==> config.mk <==
export PLATFORM = sky130hd
export DESIGN_NAME = alu_seq
export DESIGN_NICKNAME = d
export VERILOG_FILES = /design/src/rtl/alu_seq.sv
export SDC_FILE = /design/constraint.sdc
export NUM_CORES = 2
export LEC_CHECK = 0
export BUFFER_PORTS_ARGS = -buffer_cell sky130_fd_sc_hd__buf_2
export CAP_MARGIN = 20
export CORE_ASPECT_RATIO = 0.8
export CORE_MARGIN = 3
export CORE_UTILIZATION = 55
export CTS_CLUSTER_SIZE = 10
export DETAILED_ROUTE_END_ITERATION = 7
export GPL_ROUTABILITY_DRIVEN = 1
export PLACE_DENSITY = 0.79
export SYNTH_ARGS = -nofsm -noshare
export SYNTH_HDL_FRONTEND = slang
export SYNTH_SLANG_ARGS = --single-unit
export TNS_END_PERCENT = 10
==> constraint.sdc <==
create_clock -name clk -period 7.7 [get_ports clk]
set_clock_uncertainty 0.05 [all_clocks]
set_input_delay 0.385 -clock clk [delete_from_list [all_inputs] [get_ports clk]]
set_output_delay 0.385 -clock clk [all_outputs]
set_load 0.02 [all_outputs]
==> src/rtl/alu_seq.sv <==
// alu_seq: multi-cycle integer ALU (RV32I-style single-cycle ops plus RV32M
// multiply/divide) with valid/ready handshakes on both sides.
// Optional feature macro: ALU_SEQ_FAST_MUL_EN selects a one-cycle
// combinational multiplier instead of the iterative shift-add unit.
module alu_seq #(
    parameter int XLEN = 32,
    localparam int SHW = $clog2(XLEN)
) (
    input  logic            clk,
    input  logic            rstn,
    input  logic            in_valid,
    output logic            in_ready,
    input  logic [4:0]      operator,
    input  logic [XLEN-1:0] operand1,
    input  logic [XLEN-1:0] operand2,
    output logic            out_valid,
    input  logic            out_ready,
    output logic [XLEN-1:0] result,
    output logic            result_is_zero,
    output logic            illegal_op
);

    localparam int CW = SHW + 1;
    localparam int PW = 2 * XLEN;

    localparam logic [XLEN-1:0] ZERO_X = {XLEN{1'b0}};
    localparam logic [XLEN-1:0] ONES_X = {XLEN{1'b1}};
    localparam logic [XLEN-1:0] ONE_X  = {{(XLEN-1){1'b0}}, 1'b1};
    localparam logic [XLEN-1:0] MIN_X  = {1'b1, {(XLEN-1){1'b0}}};
    localparam logic [PW-1:0]   ZERO_P = {PW{1'b0}};
    localparam logic [PW-1:0]   ONE_P  = {{(PW-1){1'b0}}, 1'b1};
    localparam logic [CW-1:0]   ZERO_C = {CW{1'b0}};
    localparam logic [CW-1:0]   ONE_C  = {{(CW-1){1'b0}}, 1'b1};

    localparam logic [4:0] OP_ADD    = 5'd0;
    localparam logic [4:0] OP_SUB    = 5'd1;
    localparam logic [4:0] OP_XOR    = 5'd2;
    localparam logic [4:0] OP_OR     = 5'd3;
    localparam logic [4:0] OP_AND    = 5'd4;
    localparam logic [4:0] OP_SLL    = 5'd5;
    localparam logic [4:0] OP_SRL    = 5'd6;
    localparam logic [4:0] OP_SRA    = 5'd7;
    localparam logic [4:0] OP_SLT    = 5'd8;
    localparam logic [4:0] OP_SLTU   = 5'd9;
    localparam logic [4:0] OP_MUL    = 5'd16;
    localparam logic [4:0] OP_MULH   = 5'd17;
    localparam logic [4:0] OP_MULHSU = 5'd18;
    localparam logic [4:0] OP_DIV    = 5'd20;
    localparam logic [4:0] OP_DIVU   = 5'd21;
    localparam logic [4:0] OP_REM    = 5'd22;

    typedef enum logic [1:0] {
        ST_IDLE = 2'd0,
        ST_MUL  = 2'd1,
        ST_DIV  = 2'd2,
        ST_DONE = 2'd3
    } state_t;

    // Magnitude of a value that is signed when sgn is set.
    function automatic logic [XLEN-1:0] mag(input logic [XLEN-1:0] v, input logic sgn);
        return (sgn && v[XLEN-1]) ? (~v + ONE_X) : v;
    endfunction

    // Two's-complement negation helpers for single and double width.
    function automatic logic [XLEN-1:0] neg_x(input logic [XLEN-1:0] v);
        return ~v + ONE_X;
    endfunction

    function automatic logic [PW-1:0] neg_p(input logic [PW-1:0] v);
        return ~v + ONE_P;
    endfunction

    // Result of the single-cycle group; shifts look at the low SHW bits only.
    function automatic logic [XLEN-1:0] single_op(input logic [4:0] op,
                                                  input logic [XLEN-1:0] a,
                                                  input logic [XLEN-1:0] b);
        logic [SHW-1:0]  sh;
        logic [XLEN-1:0] r;
        sh = b[SHW-1:0];
        case (op)
            OP_ADD:  r = a + b;
            OP_SUB:  r = a - b;
            OP_XOR:  r = a ^ b;
            OP_OR:   r = a | b;
            OP_AND:  r = a & b;
            OP_SLL:  r = a << sh;
            OP_SRL:  r = a >> sh;
            OP_SRA:  r = $signed(a) >>> sh;
            OP_SLT:  r = {{(XLEN-1){1'b0}}, ($signed(a) < $signed(b))};
            OP_SLTU: r = {{(XLEN-1){1'b0}}, (a < b)};
            default: r = ZERO_X;
        endcase
        return r;
    endfunction

    state_t          state_r, state_nx_s;
    logic [4:0]      op_r, op_nx_s;
    logic [CW-1:0]   cnt_r, cnt_nx_s;
    logic            qneg_r, qneg_nx_s;     // negate product / quotient at the end
    logic            rneg_r, rneg_nx_s;     // negate remainder at the end
    logic [PW-1:0]   mcand_r, mcand_nx_s;
    logic [XLEN-1:0] mplier_r, mplier_nx_s;
`ifndef ALU_SEQ_FAST_MUL_EN
    logic [PW-1:0]   prod_r, prod_nx_s;
`endif
    logic [XLEN-1:0] divisor_r, divisor_nx_s;
    logic [XLEN-1:0] quot_r, quot_nx_s;
    logic [XLEN-1:0] rem_r, rem_nx_s;
    logic [XLEN-1:0] result_r, result_nx_s;
    logic            zero_r, zero_nx_s;
    logic            illegal_r, illegal_nx_s;

    logic            accept_s;
    logic            load_s;
    logic            ill_s;
    logic [XLEN-1:0] res_s;
    logic            a_sgn_s, b_sgn_s, d_sgn_s, is_quot_s;
    logic [PW-1:0]   prod_s, prod_fin_s;
    logic [XLEN:0]   div_shift_s, div_diff_s;
    logic            div_ge_s;
    logic [XLEN-1:0] rem_step_s, quot_step_s;

    assign in_ready       = (state_r == ST_IDLE) || ((state_r == ST_DONE) && out_ready);
    assign accept_s       = in_valid && in_ready;
    assign out_valid      = (state_r == ST_DONE);
    assign result         = result_r;
    assign result_is_zero = zero_r;
    assign illegal_op     = illegal_r;

    // Next-state and datapath update for the whole operation sequence.
    always_comb begin
        state_nx_s   = state_r;
        op_nx_s      = op_r;
        cnt_nx_s     = cnt_r;
        qneg_nx_s    = qneg_r;
        rneg_nx_s    = rneg_r;
        mcand_nx_s   = mcand_r;
        mplier_nx_s  = mplier_r;
`ifndef ALU_SEQ_FAST_MUL_EN
        prod_nx_s    = prod_r;
`endif
        divisor_nx_s = divisor_r;
        quot_nx_s    = quot_r;
        rem_nx_s     = rem_r;
        load_s       = 1'b0;
        ill_s        = 1'b0;
        res_s        = ZERO_X;
        prod_s       = ZERO_P;
        prod_fin_s   = ZERO_P;
        div_shift_s  = {1'b0, ZERO_X};
        div_diff_s   = {1'b0, ZERO_X};
        div_ge_s     = 1'b0;
        rem_step_s   = ZERO_X;
        quot_step_s  = ZERO_X;
        a_sgn_s      = (operator == OP_MULH) || (operator == OP_MULHSU);
        b_sgn_s      = (operator == OP_MULH);
        d_sgn_s      = (operator == OP_DIV) || (operator == OP_REM);
        is_quot_s    = (operator == OP_DIV) || (operator == OP_DIVU);

        case (state_r)
            ST_IDLE: begin
                state_nx_s = ST_IDLE;
            end
            ST_MUL: begin
`ifdef ALU_SEQ_FAST_MUL_EN
                prod_s     = mcand_r * {{XLEN{1'b0}}, mplier_r};
                prod_fin_s = qneg_r ? neg_p(prod_s) : prod_s;
                res_s      = (op_r == OP_MUL) ? prod_fin_s[XLEN-1:0] : prod_fin_s[PW-1:XLEN];
                load_s     = 1'b1;
                state_nx_s = ST_DONE;
`else
                prod_s      = prod_r + (mplier_r[0] ? mcand_r : ZERO_P);
                prod_nx_s   = prod_s;
                mcand_nx_s  = {mcand_r[PW-2:0], 1'b0};
                mplier_nx_s = {1'b0, mplier_r[XLEN-1:1]};
                cnt_nx_s    = (cnt_r != ZERO_C) ? (cnt_r - ONE_C) : ZERO_C;
                if (cnt_r <= ONE_C) begin
                    prod_fin_s = qneg_r ? neg_p(prod_s) : prod_s;
                    res_s      = (op_r == OP_MUL) ? prod_fin_s[XLEN-1:0] : prod_fin_s[PW-1:XLEN];
                    load_s     = 1'b1;
                    state_nx_s = ST_DONE;
                end else begin
                    state_nx_s = ST_MUL;
                end
`endif
            end
            ST_DIV: begin
                // Restoring step: shift in the next dividend bit, subtract if it fits.
                div_shift_s = {rem_r, quot_r[XLEN-1]};
                div_diff_s  = div_shift_s - {1'b0, divisor_r};
                div_ge_s    = ~div_diff_s[XLEN];
                rem_step_s  = div_ge_s ? div_diff_s[XLEN-1:0] : div_shift_s[XLEN-1:0];
                quot_step_s = {quot_r[XLEN-2:0], div_ge_s};
                rem_nx_s    = rem_step_s;
                quot_nx_s   = quot_step_s;
                cnt_nx_s    = (cnt_r != ZERO_C) ? (cnt_r - ONE_C) : ZERO_C;
                if (cnt_r <= ONE_C) begin
                    if ((op_r == OP_DIV) || (op_r == OP_DIVU)) begin
                        res_s = qneg_r ? neg_x(quot_step_s) : quot_step_s;
                    end else begin
                        res_s = rneg_r ? neg_x(rem_step_s) : rem_step_s;
                    end
                    load_s     = 1'b1;
                    state_nx_s = ST_DONE;
                end else begin
                    state_nx_s = ST_DIV;
                end
            end
            ST_DONE: begin
                if (out_ready) begin
                    state_nx_s = ST_IDLE;
                end else begin
                    state_nx_s = ST_DONE;
                end
            end
            default: begin
                state_nx_s = ST_IDLE;
            end
        endcase

        // A new accept (only possible in IDLE or DONE) overrides the above.
        if (accept_s) begin
            op_nx_s  = operator;
            cnt_nx_s = CW'(XLEN);
            if (operator[4:2] == 3'b100) begin
                mcand_nx_s  = {{XLEN{1'b0}}, mag(operand1, a_sgn_s)};
                mplier_nx_s = mag(operand2, b_sgn_s);
                qneg_nx_s   = (a_sgn_s & operand1[XLEN-1]) ^ (b_sgn_s & operand2[XLEN-1]);
`ifndef ALU_SEQ_FAST_MUL_EN
                prod_nx_s   = ZERO_P;
`endif
                state_nx_s  = ST_MUL;
            end else if (operator[4:2] == 3'b101) begin
                if (operand2 == ZERO_X) begin
                    res_s      = is_quot_s ? ONES_X : operand1;
                    load_s     = 1'b1;
                    state_nx_s = ST_DONE;
                end else if (d_sgn_s && (operand1 == MIN_X) && (operand2 == ONES_X)) begin
                    res_s      = is_quot_s ? operand1 : ZERO_X;
                    load_s     = 1'b1;
                    state_nx_s = ST_DONE;
                end else begin
                    divisor_nx_s = mag(operand2, d_sgn_s);
                    quot_nx_s    = mag(operand1, d_sgn_s);
                    rem_nx_s     = ZERO_X;
                    qneg_nx_s    = d_sgn_s & (operand1[XLEN-1] ^ operand2[XLEN-1]);
                    rneg_nx_s    = d_sgn_s & operand1[XLEN-1];
                    state_nx_s   = ST_DIV;
                end
            end else if (operator < 5'd10) begin
                res_s      = single_op(operator, operand1, operand2);
                load_s     = 1'b1;
                state_nx_s = ST_DONE;
            end else begin
                res_s      = ZERO_X;
                ill_s      = 1'b1;
                load_s     = 1'b1;
                state_nx_s = ST_DONE;
            end
        end else begin
            op_nx_s = op_nx_s;
        end

        if (load_s) begin
            result_nx_s  = res_s;
            zero_nx_s    = (res_s == ZERO_X);
            illegal_nx_s = ill_s;
        end else begin
            result_nx_s  = result_r;
            zero_nx_s    = zero_r;
            illegal_nx_s = illegal_r;
        end
    end

    // FSM state register.
    always_ff @(posedge clk) begin
        if (!rstn) begin
            state_r <= ST_IDLE;
        end else begin
            state_r <= state_nx_s;
        end
    end

    // Operand, iteration and result registers.
    always_ff @(posedge clk) begin
        if (!rstn) begin
            op_r      <= 5'd0;
            cnt_r     <= ZERO_C;
            qneg_r    <= 1'b0;
            rneg_r    <= 1'b0;
            mcand_r   <= ZERO_P;
            mplier_r  <= ZERO_X;
`ifndef ALU_SEQ_FAST_MUL_EN
            prod_r    <= ZERO_P;
`endif
            divisor_r <= ZERO_X;
            quot_r    <= ZERO_X;
            rem_r     <= ZERO_X;
            result_r  <= ZERO_X;
            zero_r    <= 1'b0;
            illegal_r <= 1'b0;
        end else begin
            op_r      <= op_nx_s;
            cnt_r     <= cnt_nx_s;
            qneg_r    <= qneg_nx_s;
            rneg_r    <= rneg_nx_s;
            mcand_r   <= mcand_nx_s;
            mplier_r  <= mplier_nx_s;
`ifndef ALU_SEQ_FAST_MUL_EN
            prod_r    <= prod_nx_s;
`endif
            divisor_r <= divisor_nx_s;
            quot_r    <= quot_nx_s;
            rem_r     <= rem_nx_s;
            result_r  <= result_nx_s;
            zero_r    <= zero_nx_s;
            illegal_r <= illegal_nx_s;
        end
    end

endmodule
==> flow_summary.ini <==
[outcome]
status = finished with violations
violations = DRC

[sta]
finalCritPeriodShare_pct = 90.8
tightest_slew_ns = 1.24
hold_viol_final = 0
period_needed_ns = 6.99
setup_viol_count_final = 0
fmax_mhz = 143
slew_headroom_pct = 16.8
tns_ns = 0
rsz0062_at_grt = no
slew_violations = 0

[pwr]
combPwrFrac_pct = 52.5
p_seq_share_pct = 22.8
clkPwrFrac_pct = 24.7
p_leak_nw = 14.5
swShare_pct = 47.0
irDropWorstVdd_mv = 0.247
internal_power_w = 0.00415
switching_power_w = 0.00367
powerDensity_nw_per_um2 = 209

[yosys]
synth-seq-cells = 305
synth-async-reset-ratio_pct = 0
yosys.area.top_type_share_pct = 17.4
synth_edf_count = 0
avgSynthCellArea_um2 = 7.19
syn_area_um2 = 35200
yosysSeqAreaShare_pct = 17.4
synth_area_leaders = dfxtp_1 (17%), mux2i_1 (7.4%), ha_1 (7.3%)
yosys_warnings = 0
syn_inst = 4891
syn_nets = 5173
yosysTopAreaCell = dfxtp_1
netlist-cell-type-count = 101
synth_ff_type = dfxtp_1

[worst_setup_path]
max_stage_delay_ns = 0.87
worstSetupPathType = reg2reg
regToRegEndpoint = result_is_zero
worstPathArrival_ns = 7.48
endpoint = result_is_zero
slowest_stage = a2111oi_0
cp-end-kind = flop
r2r-start = mplier_r[0]
critPathLaunchType = flop
cp_max_fo = 41
cp-startpoint = mplier_r[0]
path_common_cell = nand4_1
cp_data_required_time_ns = 8.19
crit_path_cell_trace = buf_4, nand2_1, fa_1, nor2b_1, o2111ai_1, a2111oi_0, a211oi_2, o21ai_0, xor2_1, or4_1, nor3_1, nand4_1, o31a_1, a211oi_1, nand4_1, nor4_2, a31o_1
rrSetupSlack_ns = 0.71
worst_r2r_path_depth = 17

[global_routing]
grt_pass1_wl_um = 240000
grt_pass1_vias = 35900
grt_max_degree = 85
antenna_found_initial = 7
track_usage_pct = 47.5
overflow = 0

[route]
drt-pass1-iter-count = 8
wl_um = 167000
wl_per_cell_um = 29.6
vias = 40800
drtAntennaViolNets = 0
vias_per_cell = 7.23
drcViolationCount = 1
drtIter0Drc = 6962

[clock_tree]
ctsResizeCount = 0
path_clk_slew_ns = 0.07
clk_latency_ns = 0.59
post_cts_buffers = 0
root_buffer = clkbuf_16
cts_buffers = 40
ctsHoldBuffers = 0
cts_tree = built
h-tree-depth = 2
cts_buffer_depth = 3
cts.sinks = 305

[placed_design]
hpwl_um = 128000
gp_congestion = 1.15
portBuffers = 108

[cells_and_area]
multi_input_area_um2 = 27100
area_delta_synth_final_pct = 6.65
final_cell_mix = nor2_1 (663), nand2_1 (408), a21oi_1 (339), dfxtp_1 (304), o21ai_0 (265)
drive_gt1_share_pct = 8.38
fillers = 6042
seq_area_um2 = 6110
layout_commonest_cell = nor2_1
nNetsFinal = 5060
fin_util_pct = 59.5

[die]
dieArea_um2 = 67000
coreArea_um2 = 63000
start_util_pct = 55.8
rows = 82
die_h_um = 232
ios = 109
die_w_um = 289

[hold_path]
holdCritPathClass = in2reg

[run]
cap_violations = 0
cells in the mapped netlist (45+ instances only):
master    instances
ha_1            205
clkbuf_1        295
mux2i_1         261
o31ai_1          45
inv_1           165
a31oi_1          46
nor4_1           48
or3_1            59
nor2_1          664
nor3_1          144
dfxtp_1         305
o21ai_0         265
nand2_1         411
a211oi_1        209
and2_1           97
xnor2_1         204
nand3_1          95
o211ai_1         56
a21o_1           58
a21oi_1         340
xor2_1           49
nand4_1          64
and3_1           48
critical path, delay by kind of cell (launching register included):
kind,cells,cell delay (ns)
flops,1,0.32
fa+ha+maj,1,0.47
compound gates,7,2.73
xor+xnor,1,0.20
buf+inv,1,0.35
simple gates,7,2.81
power groups by stage:
stage,logic [W],registers [W],clock network (W)
floorplan,0.00272,0.00179,0
global placement,0.00384,0.00181,0
finish,0.00410,0.00178,0.00193
CTS,0.00389,0.00177,0.00194
detailed placement,0.00386,0.00181,0
global route,0.00430,0.00179,0.00199
per-stage QoR:
stage / setup WS [ns] / area [um2] / hold slack, ns / std cells / total power (W)
global placement: 1.25 / 36200 / 0.387 / 5572 / 0.00565
finish: 0.712 / 37500 / 0.167 / 5641 / 0.00782
CTS: 1.01 / 37500 / 0.126 / 5636 / 0.00760
floorplan: 1.37 / 35200 / 0.382 / 4891 / 0.00451
global route: 0.582 / 37500 / 0.153 / 5638 / 0.00808
detailed placement: 1.03 / 36200 / 0.397 / 5575 / 0.00567
final cells by class:
class	instances	area share, %
clock buffer	52	3.00
inverter	167	1.68
tap	840	2.80
sequential	305	16.3
clock inverter	9	0.414
antenna	4	0.0267
multi-input combinational	4060	72.4
timing repair buffer	204	3.43
registers in the layout, indices dropped and copies added (netlist names), named ones only:
register	count
state_r	1
prod_r	64
result	32
mplier_r	32
result_is_zero	1
cnt_r	6
mcand_r	64
rem_r	32
rneg_r	1
op_r	5
qneg_r	1
quot_r	32
divisor_r	32
illegal_op	1
cell families after synthesis:
kind of cell             after synthesis  share of synthesized area (%)
adder cells (fa/ha/maj)              209                           7.52
AND/OR/NAND/NOR                     1813                           24.4
buffers and inverters                526                           5.73
flip-flops                           305                           17.4
XOR/XNOR                             254                           6.35
AO/OA/AOI/OAI                       1463                           28.2
multiplexers                         321                           10.5
routing by layer:
layer	routed length (um)	GRT usage, %	up-vias
met3	30100	22.5	545
li1	-	-	17800
met4	8600	18.2	4
met2	60200	60.6	3287
met1	68100	67.3	19100
met5	40	0	-
worst min path at each step:
| stage | start | endpoint | depth (start not counted) |
|---|---|---|---|
| finish | operator[3] | op_r[3] | 3 |
| global route | operator[2] | op_r[2] | 3 |
| CTS | operator[2] | op_r[2] | 3 |
| detailed placement | result[2] | result[2] | 2 |
| global placement | result[2] | result[2] | 2 |
| floorplan | divisor_r[31] | divisor_r[31] | 2 |
Note: power is estimated with default switching activity, not from simulation.
